==> src/rtl/exe_stage_pkg.sv <==
// Shared constants, opcode/state enums and decode helpers for the execute stage.
package exe_stage_pkg;

    localparam int WIDTH = 32;
    localparam int PC_W  = WIDTH - 2;
    localparam int OP_HI = WIDTH - 1;
    localparam int OP_LO = WIDTH - 6;
    localparam int OP_W  = OP_HI - OP_LO + 1;
    localparam int IMM_W = 16;

    typedef enum logic [OP_W-1:0] {
        OP_NOP = 6'd0,
        OP_ADD = 6'd1,
        OP_SUB = 6'd2,
        OP_AND = 6'd3,
        OP_OR  = 6'd4,
        OP_XOR = 6'd5,
        OP_SLT = 6'd6,
        OP_MUL = 6'd7,
        OP_BEQ = 6'd8
    } opcode_e;

    typedef enum logic [1:0] {
        ST_IDLE = 2'd0,
        ST_BUSY = 2'd1,
        ST_DONE = 2'd2
    } state_e;

    // Unassigned opcode values collapse to NOP so they never produce a result.
    function automatic opcode_e decode_op(input logic [OP_W-1:0] field);
        case (field)
            6'd1, 6'd2, 6'd3, 6'd4, 6'd5, 6'd6, 6'd7, 6'd8: return opcode_e'(field);
            default:                                        return OP_NOP;
        endcase
    endfunction

    // PC-relative target: next word plus sign-extended offset, wrapping at PC width.
    function automatic logic [PC_W-1:0] branch_target(input logic [PC_W-1:0] pc,
                                                      input logic [IMM_W-1:0] imm);
        logic [PC_W-1:0] offset;
        logic [PC_W-1:0] one;
        offset = {{(PC_W-IMM_W){imm[IMM_W-1]}}, imm};
        one    = {{(PC_W-1){1'b0}}, 1'b1};
        return pc + one + offset;
    endfunction

endpackage

==> src/rtl/exe_stage_if.sv <==
// ID_EXE -> EXE -> EXE_MEM bundle; master is the surrounding pipeline, slave is the stage.
interface exe_stage_if;
    import exe_stage_pkg::*;

    logic [WIDTH-1:0] IR_in;
    logic [PC_W-1:0]  PC_in;
    logic [WIDTH-1:0] X_in;
    logic [WIDTH-1:0] Y_in;
    logic [WIDTH-1:0] IR_out;
    logic [PC_W-1:0]  PC_out;
    logic [WIDTH-1:0] Z_out;
    logic [WIDTH-1:0] Y_out;
    logic             valid_out;
    logic             stall;
    logic             br_taken;
    logic [PC_W-1:0]  br_target;

    modport master (
        output IR_in, PC_in, X_in, Y_in,
        input  IR_out, PC_out, Z_out, Y_out, valid_out, stall, br_taken, br_target
    );

    modport slave (
        input  IR_in, PC_in, X_in, Y_in,
        output IR_out, PC_out, Z_out, Y_out, valid_out, stall, br_taken, br_target
    );
endinterface

==> src/rtl/exe_mul.sv <==
// Iterative shift-add multiplier: one multiplier bit per cycle, low W bits of a*b.
module exe_mul
    import exe_stage_pkg::*;
#(
    parameter int W     = WIDTH,
    parameter int STEPS = W
) (
    input  logic         clk,
    input  logic         rst,
    input  logic         start,
    input  logic [W-1:0] a,
    input  logic [W-1:0] b,
    output logic         busy,
    output logic         done,
    output logic [W-1:0] p
);
    localparam int CNT_W = $clog2(STEPS + 1);
    localparam logic [CNT_W-1:0] LAST = CNT_W'(STEPS - 1);

    logic [W-1:0]     mcand_reg;
    logic [W-1:0]     mplier_reg;
    logic [W-1:0]     acc_reg;
    logic [CNT_W-1:0] cnt_reg;
    logic             busy_reg;

    // Load operands on start, then add-and-shift once per cycle until the last step.
    always_ff @(posedge clk) begin
        if (rst) begin
            mcand_reg  <= '0;
            mplier_reg <= '0;
            acc_reg    <= '0;
            cnt_reg    <= '0;
            busy_reg   <= 1'b0;
        end else if (start) begin
            mcand_reg  <= a;
            mplier_reg <= b;
            acc_reg    <= '0;
            cnt_reg    <= '0;
            busy_reg   <= 1'b1;
        end else if (busy_reg) begin
            if (mplier_reg[0]) begin
                acc_reg <= acc_reg + mcand_reg;
            end
            mcand_reg  <= mcand_reg << 1;
            mplier_reg <= mplier_reg >> 1;
            cnt_reg    <= cnt_reg + 1'b1;
            if (cnt_reg == LAST) begin
                busy_reg <= 1'b0;
            end
        end
    end

    // done flags the cycle whose closing edge performs the final step.
    assign busy = busy_reg;
    assign done = busy_reg && (cnt_reg == LAST);
    assign p    = acc_reg;

endmodule

==> src/rtl/exe_stage.sv <==
// Execute stage: single-cycle ALU/branch ops pass straight through; MUL stalls
// the front end while exe_mul iterates, then presents the result for one cycle.
module exe_stage
    import exe_stage_pkg::*;
#(
    parameter int MUL_CYCLES = WIDTH
) (
    input  logic       clk,
    input  logic       rst,
    exe_stage_if.slave bus
);
    state_e           state_reg;
    state_e           state_next;
    logic [WIDTH-1:0] ir_reg;
    logic [PC_W-1:0]  pc_reg;
    logic [WIDTH-1:0] y_reg;
    logic [WIDTH-1:0] alu_z;
    logic [PC_W-1:0]  target;
    logic [WIDTH-1:0] mul_p;
    logic             mul_busy;
    logic             mul_done;
    logic             mul_start;
    opcode_e          op;
    logic             is_mul;

    assign op        = decode_op(bus.IR_in[OP_HI:OP_LO]);
    assign is_mul    = (op == OP_MUL);
    assign mul_start = (state_reg == ST_IDLE) && is_mul;
    assign target    = branch_target(bus.PC_in, bus.IR_in[IMM_W-1:0]);

    exe_mul #(
        .W     (WIDTH),
        .STEPS (MUL_CYCLES)
    ) u_mul (
        .clk   (clk),
        .rst   (rst),
        .start (mul_start),
        .a     (bus.X_in),
        .b     (bus.Y_in),
        .busy  (mul_busy),
        .done  (mul_done),
        .p     (mul_p)
    );

    // State register; reset overrides any pending transition.
    always_ff @(posedge clk) begin
        if (rst) begin
            state_reg <= ST_IDLE;
        end else begin
            state_reg <= state_next;
        end
    end

    // Next state: IDLE -> BUSY on MUL, BUSY -> DONE on the last step, DONE -> IDLE.
    always_comb begin
        state_next = state_reg;
        case (state_reg)
            ST_IDLE: if (is_mul)   state_next = ST_BUSY;
            ST_BUSY: if (mul_done) state_next = ST_DONE;
            ST_DONE:               state_next = ST_IDLE;
            default:               state_next = ST_IDLE;
        endcase
    end

    // Capture the MUL's IR/PC/store data so DONE can report them unchanged.
    always_ff @(posedge clk) begin
        if (rst) begin
            ir_reg <= '0;
            pc_reg <= '0;
            y_reg  <= '0;
        end else if (mul_start) begin
            ir_reg <= bus.IR_in;
            pc_reg <= bus.PC_in;
            y_reg  <= bus.Y_in;
        end
    end

    // Single-cycle ALU; MUL and BEQ contribute zero here.
    always_comb begin
        alu_z = '0;
        case (op)
            OP_ADD:  alu_z = bus.X_in + bus.Y_in;
            OP_SUB:  alu_z = bus.X_in - bus.Y_in;
            OP_AND:  alu_z = bus.X_in & bus.Y_in;
            OP_OR:   alu_z = bus.X_in | bus.Y_in;
            OP_XOR:  alu_z = bus.X_in ^ bus.Y_in;
            OP_SLT:  alu_z = {{(WIDTH-1){1'b0}}, ($signed(bus.X_in) < $signed(bus.Y_in))};
            default: alu_z = '0;
        endcase
    end

    // Outputs per state; everything forced quiet while reset is held.
    always_comb begin
        bus.IR_out    = '0;
        bus.PC_out    = '0;
        bus.Z_out     = '0;
        bus.Y_out     = '0;
        bus.valid_out = 1'b0;
        bus.stall     = 1'b0;
        bus.br_taken  = 1'b0;
        bus.br_target = '0;
        if (!rst) begin
            case (state_reg)
                ST_IDLE: begin
                    bus.IR_out    = bus.IR_in;
                    bus.PC_out    = bus.PC_in;
                    bus.Y_out     = bus.Y_in;
                    bus.br_target = target;
                    if (is_mul) begin
                        bus.stall = 1'b1;
                    end else begin
                        bus.Z_out     = alu_z;
                        bus.valid_out = (op != OP_NOP);
                        bus.br_taken  = (op == OP_BEQ) && (bus.X_in == bus.Y_in);
                    end
                end
                ST_BUSY: begin
                    bus.IR_out = ir_reg;
                    bus.PC_out = pc_reg;
                    bus.Y_out  = y_reg;
                    bus.stall  = mul_busy;
                end
                ST_DONE: begin
                    bus.IR_out    = ir_reg;
                    bus.PC_out    = pc_reg;
                    bus.Y_out     = y_reg;
                    bus.Z_out     = mul_p;
                    bus.valid_out = 1'b1;
                end
                default: begin
                    bus.valid_out = 1'b0;
                end
            endcase
        end
    end

endmodule

==> src/flat_wrapper.sv <==
// flat-port wrapper written by rule: the top's interface ports become plain ports
module exe_stage_flat import exe_stage_pkg::*;
#(
    parameter int MUL_CYCLES = WIDTH
)
  (clk, rst, bus_IR_in, bus_PC_in, bus_X_in, bus_Y_in, bus_IR_out, bus_PC_out, bus_Z_out, bus_Y_out, bus_valid_out, bus_stall, bus_br_taken, bus_br_target);
  exe_stage_if bus_i ();
  input  logic clk;
  input  logic rst;
  input wire logic [$bits(bus_i.IR_in)-1:0] bus_IR_in;
  input wire logic [$bits(bus_i.PC_in)-1:0] bus_PC_in;
  input wire logic [$bits(bus_i.X_in)-1:0] bus_X_in;
  input wire logic [$bits(bus_i.Y_in)-1:0] bus_Y_in;
  output wire logic [$bits(bus_i.IR_out)-1:0] bus_IR_out;
  output wire logic [$bits(bus_i.PC_out)-1:0] bus_PC_out;
  output wire logic [$bits(bus_i.Z_out)-1:0] bus_Z_out;
  output wire logic [$bits(bus_i.Y_out)-1:0] bus_Y_out;
  output wire logic [$bits(bus_i.valid_out)-1:0] bus_valid_out;
  output wire logic [$bits(bus_i.stall)-1:0] bus_stall;
  output wire logic [$bits(bus_i.br_taken)-1:0] bus_br_taken;
  output wire logic [$bits(bus_i.br_target)-1:0] bus_br_target;
  assign bus_i.IR_in = bus_IR_in;
  assign bus_i.PC_in = bus_PC_in;
  assign bus_i.X_in = bus_X_in;
  assign bus_i.Y_in = bus_Y_in;
  assign bus_IR_out = bus_i.IR_out;
  assign bus_PC_out = bus_i.PC_out;
  assign bus_Z_out = bus_i.Z_out;
  assign bus_Y_out = bus_i.Y_out;
  assign bus_valid_out = bus_i.valid_out;
  assign bus_stall = bus_i.stall;
  assign bus_br_taken = bus_i.br_taken;
  assign bus_br_target = bus_i.br_target;
  exe_stage #(.MUL_CYCLES(MUL_CYCLES)) u_core (.clk(clk), .rst(rst), .bus(bus_i));
endmodule
==> config.mk <==
export PLATFORM = sky130hd
export DESIGN_NAME = exe_stage_flat
export DESIGN_NICKNAME = d
export VERILOG_FILES = /design/src/rtl/exe_stage_pkg.sv /design/src/rtl/exe_stage_if.sv /design/src/rtl/exe_mul.sv /design/src/rtl/exe_stage.sv /design/src/flat_wrapper.sv
export SDC_FILE = /design/constraint.sdc
export NUM_CORES = 1
export LEC_CHECK = 0
export ABC_AREA = 1
export CORE_UTILIZATION = 25
export DETAILED_ROUTE_END_ITERATION = 8
export GPL_TIMING_DRIVEN = 0
export HOLD_SLACK_MARGIN = 0.15
export PLACE_DENSITY = 0.41
export SLEW_MARGIN = 15
export SYNTH_ARGS = -nofsm -noshare
export SYNTH_HDL_FRONTEND = slang
export SYNTH_SLANG_ARGS = --single-unit
==> constraint.sdc <==
create_clock -name clk -period 4.1 [get_ports clk]
set_input_delay 0.82 -clock clk [delete_from_list [all_inputs] [get_ports clk]]
set_output_delay 0.82 -clock clk [all_outputs]
set_load 0.01 [all_outputs]
==> run metrics <==
Root Buffer clkbuf_16; Die H 276 um; required time of the worst setup path 3.28 ns; cts bufs inserted 17; status completed; met3 Use GR 0.0395; CTS tree done; Leak 11.4 nW; Max Freq 246 MHz; GRT Max-Usage Layer met2; Die Wd 276 um; unrepaired setup endpoints after global routing true; antenna violations before repair 7; Hold Fails Final Rpt 0; Comb pwr share 0.542; Seq/Total Area, Yosys 0.212; ys flop type dfxtp_1; Port Buffer Count 284; Post-Syn Nets 3517; gate count after technology mapping 3216; detailed-route DRC error count 0; total wire length 95.9 mm; Top Ports 287; Place WS -1.37 ns; Std-Cell Rows 100; fraction of registers with async set/reset 0; Peak VDD IR 0.235 mV; met2 GRT Util 0.392; PwrDens 318 nW/um2; Synth Register Bits 199; number of hold buffers added after cts 0; Tot GR Track Use 0.245; CP Capture Type output port; Slew Viols, Final 0; worst-skew pair later-pin latency 0.50 ns; Post-DRT Antenna Nets 0; Post-synth EDFFs 0; worst hold slack 0.430 ns; htree depth 4; nets 3872; Crit Path Max Fanout 6; Final GP Congestion 0.948; Synth area leaders dfxtp_1 21%, nand2_1 19%, a21oi_1 12%; wire per inst 21.1 um; clk buf depth 2; Clk pwr share 0.211; final setup fails 0; total grt overflow 0; internal power 4.27 mW; via/cell ratio 4.90; critical path arrival 3.25 ns; final clock skew 0.0168 ns; Slew headroom 0.352; via count 22300; Yosys top cell area share 0.212; Synth area leader dfxtp_1; first-pass GRT wire length 140 mm; crit path kind in -> out; Initial Util 0.253; Worst-path clk slew 0.08 ns; worst setup margin 0.0349 ns; post-DP HPWL 79.3 mm; P_sw 3.78 mW; # Max-Cap Violations 0; share of cells above drive strength 1 0.158; Inst Count DP 4469; synth unique cells 51; Final Cell Area 25300 um2; core area 74400 um2; post-layout min period 4.07 ns; vias in the first global route 21700; sw frac 0.470; clk sinks 199; Min-Delay Path Class reg -> reg; Seq pwr share 0.247; drt initial violations 1629; Mapped Avg Cell Area 5.86 um2; die area 76400 um2; Tcrit/Tclk final 0.991; Least-Margin Pin Slew 0.972 ns; Synth warnings 0; Mapped Area 18800 um2; 1st-pass router iterations 5; met1 Use GR 0.329; synthesis-to-finish area growth 34.5%; CP Launch Type input pin; final cell count without fillers 4554; largest net degree at the start of global routing 20; placed inst area 22900 um2; TNS Setup 0 ns
-- cell usage in the layout (no fill, tap or decap), types with 17 or more instances in the layout --
master,synthesis,final
a21oi_1,453,401
a21oi_2,0,44
nor2_4,0,29
inv_1,397,362
nand4_1,22,22
nor2_1,311,252
dlygate4sd2_1,0,63
clkbuf_2,3,38
o22ai_1,56,55
xor2_1,18,18
dfxtp_1,199,199
o21ai_0,134,108
ha_4,0,29
buf_2,49,66
nor2_2,0,30
clkbuf_16,0,17
inv_2,3,33
o21ai_1,5,20
nand3_2,0,22
ha_1,169,136
clkdlybuf4s50_1,0,124
nand2_1,965,897
clkbuf_1,76,58
buf_4,2,70
nand2_2,1,57
mux2i_1,29,29
nand3_1,164,133
-- synthesized netlist by cell type, types with 3 or more instances --
library cell  count
o2111ai_1         3
inv_2             3
a31oi_1           8
a211oi_1          4
mux2i_1          29
nand4_1          22
buf_1            14
nand3_1         164
or2_2             5
nor4_1            9
nor3b_1           3
clkbuf_1         76
dfxtp_1         199
o21ai_1           5
o221ai_1          4
nand2_1         965
o211ai_1         12
inv_1           397
a22oi_1           4
o21ai_0         134
o22ai_1          56
xnor2_1           6
a21o_1           12
nor3_1           23
ha_1            169
clkbuf_2          3
a21oi_1         453
xor2_1           18
fa_1              4
a21boi_0          3
buf_2            49
o21a_1            6
clkinv_1          3
o21bai_1         15
nor2_1          311
-- worst paths after layout --
kind,cells past startpoint,start,end,slack [ns]
worst max-delay path,16,bus_Y_in[4],bus_Z_out[15],0.03
worst min-delay path,2,u_core.ir_reg[31]$_SDFFE_PP0P_,u_core.ir_reg[31]$_SDFFE_PP0P_,0.43
worst max register to register,15,u_core.u_mul.mcand_reg[0]$_SDFFE_PP0P_,u_core.u_mul.p[28]$_SDFFE_PP0P_,1.39
worst min register to register,2,u_core.ir_reg[31]$_SDFFE_PP0P_,u_core.ir_reg[31]$_SDFFE_PP0P_,0.43
-- kinds of logic after synthesis --
family | count (synthesis) | synth area share
XOR/XNOR | 24 | 0.0112
multiplexers | 29 | 0.0154
buffers and inverters | 547 | 0.113
adder cells (fa/ha/maj) | 173 | 0.117
AO/OA/AOI/OAI | 729 | 0.209
AND/OR/NAND/NOR | 1515 | 0.323
flip-flops | 199 | 0.212
-- through the flow --
stage / power (mW) / utilization
2_1_floorplan: 4.12 / -
3_3_place_gp: 6.12 / 0.307
3_5_place_dp: 6.08 / 0.307
4_1_cts: 8.00 / 0.334
5_1_grt: 8.56 / 0.340
6_report: 8.06 / 0.340
-- what timing repair did --
item | in CTS | in global routing
endpoints found under the setup margin | 141 | 99
pin swaps | 65 | 42
buffers inserted | 35 | 18
gates resized for setup | 679 | 212
endpoints found under the hold margin | 0 | 0
-- worst max-delay path: stages --
cell	delay, ns
clkdlybuf4s15_2	0.25
inv_1	0.11
ha_4	0.33
inv_1	0.08
nand2_1	0.07
nand2_1	0.13
a21oi_2	0.17
nand2_2	0.10
nand2_1	0.13
nand2_2	0.12
nand2_1	0.08
nand3_1	0.06
o211ai_1	0.23
nand2_1	0.12
a21oi_2	0.25
buf_2	0.19
-- layout make-up --
class,count,area [um2]
diodes,1,2.50
plain buffers,143,772
clock buffers,19,433
clock inverters,13,133
fillers,8377,49100
inverters,403,1530
multi-input cells,2470,14400
flip-flops and latches,199,3980
well taps,969,1210
repair buffers,337,2910
-- per-layer routing --
| metal | part of all wire | vias up |
|---|---|---|
| met1 | 0.46 | 10400 |
| met4 | 0.037 | 4 |
| met5 | 0.00028 | - |
| li1 | - | 11200 |
| met3 | 0.057 | 94 |
| met2 | 0.44 | 605 |
-- power by group through the flow --
stage / Clock [mW] / Sequential (mW) / Combinational, mW
floorplan: 0 / 2.03 / 2.09
global placement: 0 / 2.04 / 4.09
detailed placement: 0 / 2.04 / 4.05
CTS: 1.76 / 1.99 / 4.25
global route: 1.82 / 1.99 / 4.75
finish: 1.70 / 1.99 / 4.37
Note: power is estimated with default switching activity, not from simulation.
